==> src/rtl/seq_detector_param.sv <==
// Parametrised serial pattern detector with a runtime-loadable pattern.
// Define SEQ_DET_CNT_EN to build the saturating match counter.
module seq_detector_param #(
   parameter int unsigned      PAT_W   = 4,
   parameter logic [PAT_W-1:0] PAT_RST = 4'b0110,
   parameter int unsigned      CNT_W   = 8
) (
   input  logic             clk,
   input  logic             reset,
   input  logic             en,
   input  logic             a,
   input  logic             overlap,
   input  logic             pat_load,
   input  logic [PAT_W-1:0] pat_in,
   output logic             b,
   output logic             b_q,
   output logic [CNT_W-1:0] match_cnt
);

   localparam int unsigned FW = $clog2(PAT_W);
   localparam logic [FW-1:0] FULL_CNT = FW'(PAT_W - 1);

   typedef enum logic [1:0] {
      S_EMPTY,
      S_FILLING,
      S_FULL
   } fill_st_t;

   fill_st_t         r_st;
   fill_st_t         w_st_nxt;
   logic [FW-1:0]    r_fill;
   logic [FW-1:0]    w_fill_nxt;
   logic [PAT_W-2:0] r_hist;
   logic [PAT_W-2:0] w_hist_nxt;
   logic [PAT_W-1:0] r_pat;
   logic [PAT_W-1:0] w_pat_nxt;
   logic [PAT_W-1:0] w_shift;
   logic             w_b;
   logic             r_b_q;

   assign w_shift = {r_hist, a};

   always_ff @(posedge clk) begin
      if (reset) begin
         r_st   <= S_EMPTY;
         r_fill <= '0;
         r_hist <= '0;
         r_pat  <= PAT_RST;
         r_b_q  <= 1'b0;
      end else begin
         r_st   <= w_st_nxt;
         r_fill <= w_fill_nxt;
         r_hist <= w_hist_nxt;
         r_pat  <= w_pat_nxt;
         r_b_q  <= w_b;
      end
   end

   always_comb begin
      w_st_nxt   = r_st;
      w_fill_nxt = r_fill;
      w_hist_nxt = r_hist;
      w_pat_nxt  = r_pat;
      w_b        = en & ~pat_load & ~reset
                 & (r_st == S_FULL) & (w_shift == r_pat);
      if (pat_load) begin
         w_pat_nxt  = pat_in;
         w_fill_nxt = '0;
         w_st_nxt   = S_EMPTY;
      end else if (en) begin
         w_hist_nxt = w_shift[PAT_W-2:0];
         if (w_b && !overlap) begin
            // non-overlapping: the matched bits cannot seed the next match
            w_fill_nxt = '0;
            w_st_nxt   = S_EMPTY;
         end else if (r_st != S_FULL) begin
            w_fill_nxt = r_fill + 1'b1;
            w_st_nxt   = (r_fill == FULL_CNT - 1'b1) ? S_FULL : S_FILLING;
         end
      end
   end

   assign b   = w_b;
   assign b_q = r_b_q;

`ifdef SEQ_DET_CNT_EN
   logic [CNT_W-1:0] r_cnt;

   always_ff @(posedge clk) begin
      if (reset) begin
         r_cnt <= '0;
      end else if (w_b && (r_cnt != {CNT_W{1'b1}})) begin
         r_cnt <= r_cnt + 1'b1;
      end
   end

   assign match_cnt = r_cnt;
`else
   assign match_cnt = '0;
`endif

endmodule
==> config.mk <==
export PLATFORM = sky130hd
export DESIGN_NAME = seq_detector_param
export DESIGN_NICKNAME = d
export VERILOG_FILES = /design/src/rtl/seq_detector_param.sv
export SDC_FILE = /design/constraint.sdc
export NUM_CORES = 1
export LEC_CHECK = 0
export CORE_AREA = 2 2 45 47
export CTS_BUF_LIST = sky130_fd_sc_hd__clkbuf_4 sky130_fd_sc_hd__clkbuf_8 sky130_fd_sc_hd__clkbuf_16
export DETAILED_ROUTE_END_ITERATION = 8
export DIE_AREA = 0 0 47 49
export PLACE_DENSITY = 0.67
export SYNTH_ARGS = -nofsm -noshare
export SYNTH_HDL_FRONTEND = slang
export SYNTH_SLANG_ARGS = --single-unit
==> constraint.sdc <==
create_clock -name clk -period 1.8 [get_ports clk]
set_clock_uncertainty 0.1 [all_clocks]
set_input_delay 0.18 -clock clk [delete_from_list [all_inputs] [get_ports clk]]
set_output_delay 0.18 -clock clk [all_outputs]
set_load 0.01 [all_outputs]
==> metrics.log, run 1 <==
[metrics] outcome: completed
[metrics] drt pass-1 iters: 4
[metrics] number of sinks driven by the clock tree: 12
[metrics] buffer levels on the longest clock path: 2
[metrics] fraction of met2 tracks used by global routing: approximately 18%
[metrics] die span in y: 49 um
[metrics] Area Overhead vs Synth: 28.03%
[metrics] Min-Delay Path Class: primary input to flop
[metrics] cell-by-cell trace of the critical path: or2b_1, or4b_4, o311ai_2, nand3_1
[metrics] full die area: 2303 um^2
[metrics] Tmin final: around 1.7 ns
[metrics] sequential-to-total area share from yosys stat: 34.72%
[metrics] cells after synthesis: 75
[metrics] postcts setup bufs: 0
[metrics] initial drt markers: 13
[metrics] crit start category: flop
[metrics] routed vias: 559
[metrics] routability-driven placement congestion ratio: 0.7893
[metrics] number of top-level pins: 20
[metrics] switching share of total power: 23.87%
[metrics] standard cell with the maximum stage delay on the critical path: sky130_fd_sc_hd__or4b_4
[metrics] Int Power: 0.4492 mW
[metrics] crit-path max cell delay: 0.52 ns
[metrics] GR Util met3: 3.333%
[metrics] count of inserted antenna diode cells: 0
[metrics] first-pass GRT wire length: 1.994 mm
[metrics] vias in the first global route: between 400 and 500
[metrics] category of the critical setup timing path: flop to flop
[metrics] maximum vdd ir drop: 0.3271 mV
[metrics] highest-count cells in the layout ignoring fill and taps: sky130_fd_sc_hd__dfxtp_1, sky130_fd_sc_hd__clkdlybuf4s50_1, sky130_fd_sc_hd__nor2_1, sky130_fd_sc_hd__conb_1, sky130_fd_sc_hd__buf_4
[metrics] arrival time of data at the critical path endpoint: 1.76 ns
[metrics] final sum of negative setup slack: 0 ns
[metrics] CP top delay family: simple AND/OR/NAND/NOR gates
[metrics] net switching component of the power: 0.1408 mW
[metrics] GR Layer Usage met1: roughly 14%
[metrics] number of warning messages in the yosys log: 0
[metrics] count of different cell masters after synthesis: 31
[metrics] Flop pwr share: 47.7%
[metrics] post-layout total power: 0.5900 mW
[metrics] CTS tree: yes
[metrics] register bit count reported by yosys: 12
[metrics] Final Hold Fails: 0
[metrics] half-perimeter wire length after detailed placement: 947 um
[metrics] Post-Syn Area: 691.9 um^2
[metrics] CTS clock-pin slew for the worst setup and hold paths: around 0.07 ns
[metrics] Post-CTS Hold Buffers: 0
[metrics] post-synthesis area per instance: between 9 and 10 um^2
[metrics] count of nets after finishing: 107
[metrics] H-tree depth: 1
[metrics] Crit Path Max Fanout: 4
[metrics] leak pwr: 0.3733 nW
[metrics] combinational group share of total power: 15.8%
[metrics] DP Area: 847.1 um^2
[metrics] RSZ-0062 raised after global routing: no
[metrics] number of remaining DRC errors: 0
[metrics] Buffers & Inverters on Critical Path: 0
[metrics] Cell Pwr Density: 666.1 nW/um^2
[metrics] share of cells above drive strength 1: 27.37%
[metrics] maximum clock frequency: between 500 and 600 MHz
[metrics] number of buffers created by CTS: 3
[metrics] standard cell core area: 1842 um^2
[metrics] leading cell type in the layout, fill and taps excluded: sky130_fd_sc_hd__dfxtp_1
[metrics] fin area: 885.9 um^2
[metrics] peak-usage layer in the global routing report: met2
[metrics] overall overflow remaining after global route: 0
[metrics] clock tree root driver cell: sky130_fd_sc_hd__clkbuf_4
[metrics] Die Span X: 47 um
[metrics] Avg WL per Cell: slightly below 10 um
[metrics] Final Cycle Share: 94.36%
[metrics] Rows: 16
[metrics] post-route antenna net violation count: 0
[metrics] final number of max-transition violations: 0
[metrics] data required time at the worst endpoint: between 1.5 and 2 ns
[metrics] Worst Setup End Kind: flop
[metrics] Hold Worst Slack: 0.3934 ns
[metrics] total length of routed wires: ~1.2 mm
[metrics] count of input and output buffers: 11
[metrics] worst-skew pair later-pin latency: 0.27 ns
[metrics] final setup violation count: 0
[metrics] Via-to-Cell Ratio: 4.582
[metrics] initial core utilization: between 30% and 40%
[metrics] maxcap violations: 0
[metrics] largest net degree at the start of global routing: 10
[metrics] total global routing track utilization: 12.22%
[metrics] share of total power in the clock network: 36.5%
[metrics] antenna violations before repair: 0
per-stage QoR:
stage	utilization, %	setup slack (ns)	cells
2_1_floorplan	-	0.2037	82
3_3_place_gp	45.99	-0.2202	118
3_5_place_dp	45.99	-0.2321	118
4_1_cts	47.89	0.009832	122
5_1_grt	48.10	0.03717	122
6_report	48.10	0.1016	122
final timing paths:
check | from | end | slack, ns | depth (start not counted)
worst max-delay path | r_st[1] | r_st[1] | 0.10 | 4
worst min-delay path | pat_in[2] | r_pat[2] | 0.39 | 2
worst min register to register | r_st[1] | r_st[1] | 0.42 | 2
worst max register to register | r_st[1] | r_st[1] | 0.10 | 4
cell usage after synthesis (all sizes together):
| master | number | area share (%) |
|---|---|---|
| nand2 | 2 | 1.1 |
| a21oi | 3 | 2.2 |
| inv | 4 | 2.2 |
| a211o | 3 | 4.3 |
| o21ai | 1 | 0.72 |
| dfxtp | 12 | 35 |
| o311ai | 1 | 2.4 |
| a2bb2oi | 1 | 1.3 |
| clkbuf | 1 | 0.54 |
| conb | 1 | 0.54 |
| mux2 | 1 | 1.6 |
| or4b | 1 | 2.0 |
| xnor2 | 2 | 2.5 |
| nor2b | 1 | 0.90 |
| o41ai | 2 | 2.5 |
| ha | 1 | 1.8 |
| buf | 9 | 10 |
| mux2i | 5 | 7.2 |
| xor2 | 1 | 1.3 |
| nor3 | 3 | 2.2 |
| nand3 | 2 | 1.4 |
| or2b | 2 | 2.4 |
| nand2b | 1 | 2.0 |
| nand3b | 1 | 1.1 |
| or2 | 1 | 0.90 |
| and2 | 1 | 0.90 |
| and2b | 2 | 2.5 |
| nor2 | 8 | 4.3 |
| o31ai | 2 | 2.2 |
cells by family (layout without fill, tap and decap cells):
| family | after synthesis | after routing | synth area share [%] |
|---|---|---|---|
| AO/OA/AOI/OAI | 13 | 13 | 15.55 |
| adder cells (fa/ha/maj) | 1 | 1 | 1.808 |
| buffers and inverters | 14 | 27 | 13.02 |
| multiplexers | 6 | 6 | 8.861 |
| AND/OR/NAND/NOR | 25 | 25 | 21.70 |
| other | 1 | 8 | 0.5420 |
| XOR/XNOR | 3 | 3 | 3.798 |
| flip-flops | 12 | 12 | 34.72 |
what timing repair did:
item                                    CTS  global route
endpoints found under the setup margin    1             2
gates resized for setup                   1             4
pin swaps                                 0             0
power by group through the flow:
stage               Clock [mW]  Combinational [mW]  Sequential [mW]
finish                   0.215              0.0933            0.282
global route             0.236               0.103            0.283
CTS                      0.227              0.0933            0.282
detailed placement           0              0.0929            0.288
global placement             0              0.0915            0.288
floorplan                    0              0.0677            0.286
sequential cells by signal (all words and copies together), names as in the netlist:
signal  cells
r_fill      2
r_st        2
r_pat       4
b_q         1
r_hist      3
worst reg2reg max path: stages, from the launching register on:
cell and delay (ns):
sky130_fd_sc_hd__dfxtp_1 0.36, sky130_fd_sc_hd__or2b_1 0.28, sky130_fd_sc_hd__or4b_4 0.52, sky130_fd_sc_hd__o311ai_2 0.23, sky130_fd_sc_hd__nand3_1 0.10
cell type report:
cell class	count	area [um^2]
Sequential cell	12	240.2
Clock buffer	4	36.28
Inverter	4	15.01
Multi-Input combinational cell	56	395.4
Timing Repair Buffer	19	165.2
Tap cell	27	33.78
Fill cell	188	955.9
layer usage:
layer	wire length [um]	vias to the layer above
li1	-	285
met1	523	252
met2	566	18
met3	81	4
met4	27	0
met5	0	-
(Power assumes the default switching activity.)
==> run 2, diff against run 1 <==
Settings changed: CTS_CLUSTER_DIAMETER from default to 80, CTS_CLUSTER_SIZE from default to 14.
==> results of run 2 <==
The final DEF is identical to that of run 1; final timing and power are the same.
==> run 3, diff against run 2 <==
Settings changed: PLACE_DENSITY 0.67 to default, PLACE_DENSITY_LB_ADDON from default to 0.08.
==> run 3 against run 2 <==
Sequential power barely moved. Sequential share of layout area is 0.30 points lower. Critical path depth rose by 2.
==> metrics.log, run 3 (synthesized netlist as in run 1, its figures left out) <==
[metrics] outcome: completed (unchanged)
[metrics] worst-skew pair later-pin latency: 0.27 ns (about the same)
[metrics] fraction of met2 tracks used by global routing: 20.55% (was 18.49%)
[metrics] placed cell count: 120 (was 118)
[metrics] count of inserted antenna diode cells: 0 (unchanged)
[metrics] final sum of negative setup slack: 0 ns (unchanged)
[metrics] Worst Setup End Kind: flop (unchanged)
[metrics] initial core utilization: 37.57% (unchanged)
[metrics] worst setup path startpoint: en (was r_st[1])
[metrics] number of top-level pins: 20 (unchanged)
[metrics] routed vias: 553 (was 559)
[metrics] die span in y: 49 um (unchanged)
[metrics] standard cell core area: 1842 um^2 (unchanged)
[metrics] count of input and output buffers: 11 (unchanged)
[metrics] drt pass-1 iters: 2 (was 4)
[metrics] standard cell with the maximum stage delay on the critical path: sky130_fd_sc_hd__clkdlybuf4s50_1 (was sky130_fd_sc_hd__or4b_4)
[metrics] total global routing track utilization: 12.51% (was 12.22%)
[metrics] RSZ-0062 raised after global routing: no (unchanged)
[metrics] clock tree root driver cell: sky130_fd_sc_hd__clkbuf_4 (unchanged)
[metrics] routability-driven placement congestion ratio: 0.8034 (was 0.7893)
[metrics] half-perimeter wire length after detailed placement: 1.038 mm (was 947 um)
[metrics] CP top delay family: simple AND/OR/NAND/NOR gates (unchanged)
[metrics] initial drt markers: 3 (was 13)
[metrics] maximum vdd ir drop: 0.3038 mV (was 0.3271 mV)
[metrics] share of cells above drive strength 1: 27.84% (was 27.37%)
[metrics] antenna violations before repair: 0 (unchanged)
[metrics] post-route worst setup slack: 0.08947 ns (was 0.1016 ns)
[metrics] worst reg2reg startpoint: r_st[1] (unchanged)
[metrics] category of the critical setup timing path: primary input to flop (was flop to flop)
[metrics] Hold Worst Slack: 0.3976 ns (was 0.3934 ns)
[metrics] crit-path max cell delay: 0.54 ns (was 0.52 ns)
[metrics] overall overflow remaining after global route: 0 (unchanged)
[metrics] total length of routed wires: 1.243 mm (was 1.199 mm)
[metrics] post-route antenna net violation count: 0 (unchanged)
[metrics] Buffers & Inverters on Critical Path: 2 (was 0)
[metrics] Crit Path Max Fanout: 3 (was 4)
[metrics] peak-usage layer in the global routing report: met2 (unchanged)
[metrics] first-pass GRT wire length: 2.042 mm (was 1.994 mm)
[metrics] H-tree depth: 1 (unchanged)
[metrics] Min-Delay Path Class: primary input to flop (unchanged)
[metrics] Final Cycle Share: 95.03% (was 94.36%)
[metrics] buffer levels on the longest clock path: 2 (unchanged)
[metrics] hold path startpoint: pat_in[1] (was pat_in[2])
[metrics] Final Hold Fails: 0 (unchanged)
[metrics] count of nets after finishing: 109 (was 107)
[metrics] CTS tree: yes (unchanged)
[metrics] leak pwr: 0.3809 nW (was 0.3733 nW)
[metrics] Rows: 16 (unchanged)
[metrics] final setup violation count: 0 (unchanged)
[metrics] arrival time of data at the critical path endpoint: 1.76 ns (about the same)
[metrics] number of sinks driven by the clock tree: 12 (unchanged)
[metrics] final std cells w/o fill: 124 (was 122)
[metrics] maxcap violations: 0 (unchanged)
[metrics] Area Overhead vs Synth: 29.48% (was 28.03%)
[metrics] GR Layer Usage met1: 13.64% (was 14.32%)
[metrics] full die area: 2303 um^2 (unchanged)
[metrics] crit start category: primary input (was flop)
[metrics] GR Util met3: 3.704% (was 3.333%)
[metrics] postcts setup bufs: 0 (unchanged)
[metrics] Avg WL per Cell: 10.02 um (was 9.828 um)
[metrics] number of remaining DRC errors: 0 (unchanged)
[metrics] Die Span X: 47 um (unchanged)
[metrics] data required time at the worst endpoint: 1.85 ns (was 1.86 ns)
[metrics] registers with the most flip-flops: r_pat: 4 flops, r_hist: 3 flops (unchanged)
[metrics] highest-count cells in the layout ignoring fill and taps: sky130_fd_sc_hd__dfxtp_1, sky130_fd_sc_hd__clkdlybuf4s50_1, sky130_fd_sc_hd__buf_4, sky130_fd_sc_hd__nor2_1, sky130_fd_sc_hd__conb_1 (was sky130_fd_sc_hd__dfxtp_1, sky130_fd_sc_hd__clkdlybuf4s50_1, sky130_fd_sc_hd__nor2_1, sky130_fd_sc_hd__conb_1, sky130_fd_sc_hd__buf_4)
[metrics] largest net degree at the start of global routing: 10 (unchanged)
[metrics] largest register by flop count: r_pat (unchanged)
[metrics] Placement Setup Slack: -0.2261 ns (was -0.2321 ns)
[metrics] Via-to-Cell Ratio: 4.460 (was 4.582)
[metrics] number of flip-flops under the largest register name: 4 (unchanged)
[metrics] maximum clock frequency: 584.6 MHz (was 588.8 MHz)
[metrics] cell-by-cell trace of the critical path: clkdlybuf4s50_1, nand2b_4, buf_4, or4b_4, o311ai_2, nand3_1 (was or2b_1, or4b_4, o311ai_2, nand3_1)
[metrics] CTS clock-pin slew for the worst setup and hold paths: 0.08 ns (was 0.07 ns)
[metrics] leading cell type in the layout, fill and taps excluded: sky130_fd_sc_hd__dfxtp_1 (unchanged)
[metrics] vias in the first global route: 495 (was 497)
[metrics] Cell Pwr Density: 659.5 nW/um^2 (was 666.1 nW/um^2)
[metrics] number of buffers created by CTS: 3 (unchanged)
[metrics] final number of max-transition violations: 0 (unchanged)
[metrics] Tmin final: 1.711 ns (was 1.698 ns)
[metrics] post-layout total power: 0.5908 mW (was 0.5900 mW)
## run 3: layout make-up
class	count	area, um^2
fillers	196	945.9
multi-input cells	56	390.4
flip-flops and latches	12	240.2
repair buffers	21	180.2
clock buffers	4	36.28
well taps	27	33.78
inverters	4	15.01
## run 3: repair_timing
item | CTS | global route
cloned | 0 | 0
hold buffers | 0 | 0
endpoints found under the setup margin | 1 | 1
resized for setup | 2 | 2
## run 3: routing by layer
metal	wire length, um	up-vias
met5	0	-
met2	621	12
met4	14	0
met1	541	248
met3	65	2
li1	-	291
## run 3: path summary, 6_finish.rpt
| check | to | slack [ns] | cells after the start |
|---|---|---|---|
| worst min register to register | r_pat[3] | 0.43 | 2 |
| worst max register to register | r_st[1] | 0.12 | 4 |
| worst max-delay path | r_st[1] | 0.09 | 6 |
| worst min-delay path | r_pat[1] | 0.40 | 2 |
## run 3: power breakdown
group          total (mW)  internal [mW]  switching [mW]
sequential          0.281          0.275         0.00611
combinational      0.0966         0.0534          0.0432
clock               0.213          0.123          0.0900
## run 3: worst register-to-register path, delay by kind of cell (launching register included)
family          cells  cell delay [ns]
simple gates        3             0.88
flops               1             0.35
compound gates      1             0.23
## run 3: metrics by stage
| stage | instance area [um^2] | util [%] |
|---|---|---|
| 2_1_floorplan | 718.2 | - |
| 3_3_place_gp | 862.1 | 46.81 |
| 3_5_place_dp | 862.1 | 46.81 |
| 4_1_cts | 899.6 | 48.85 |
| 5_1_grt | 895.9 | 48.64 |
| 6_report | 895.9 | 48.64 |
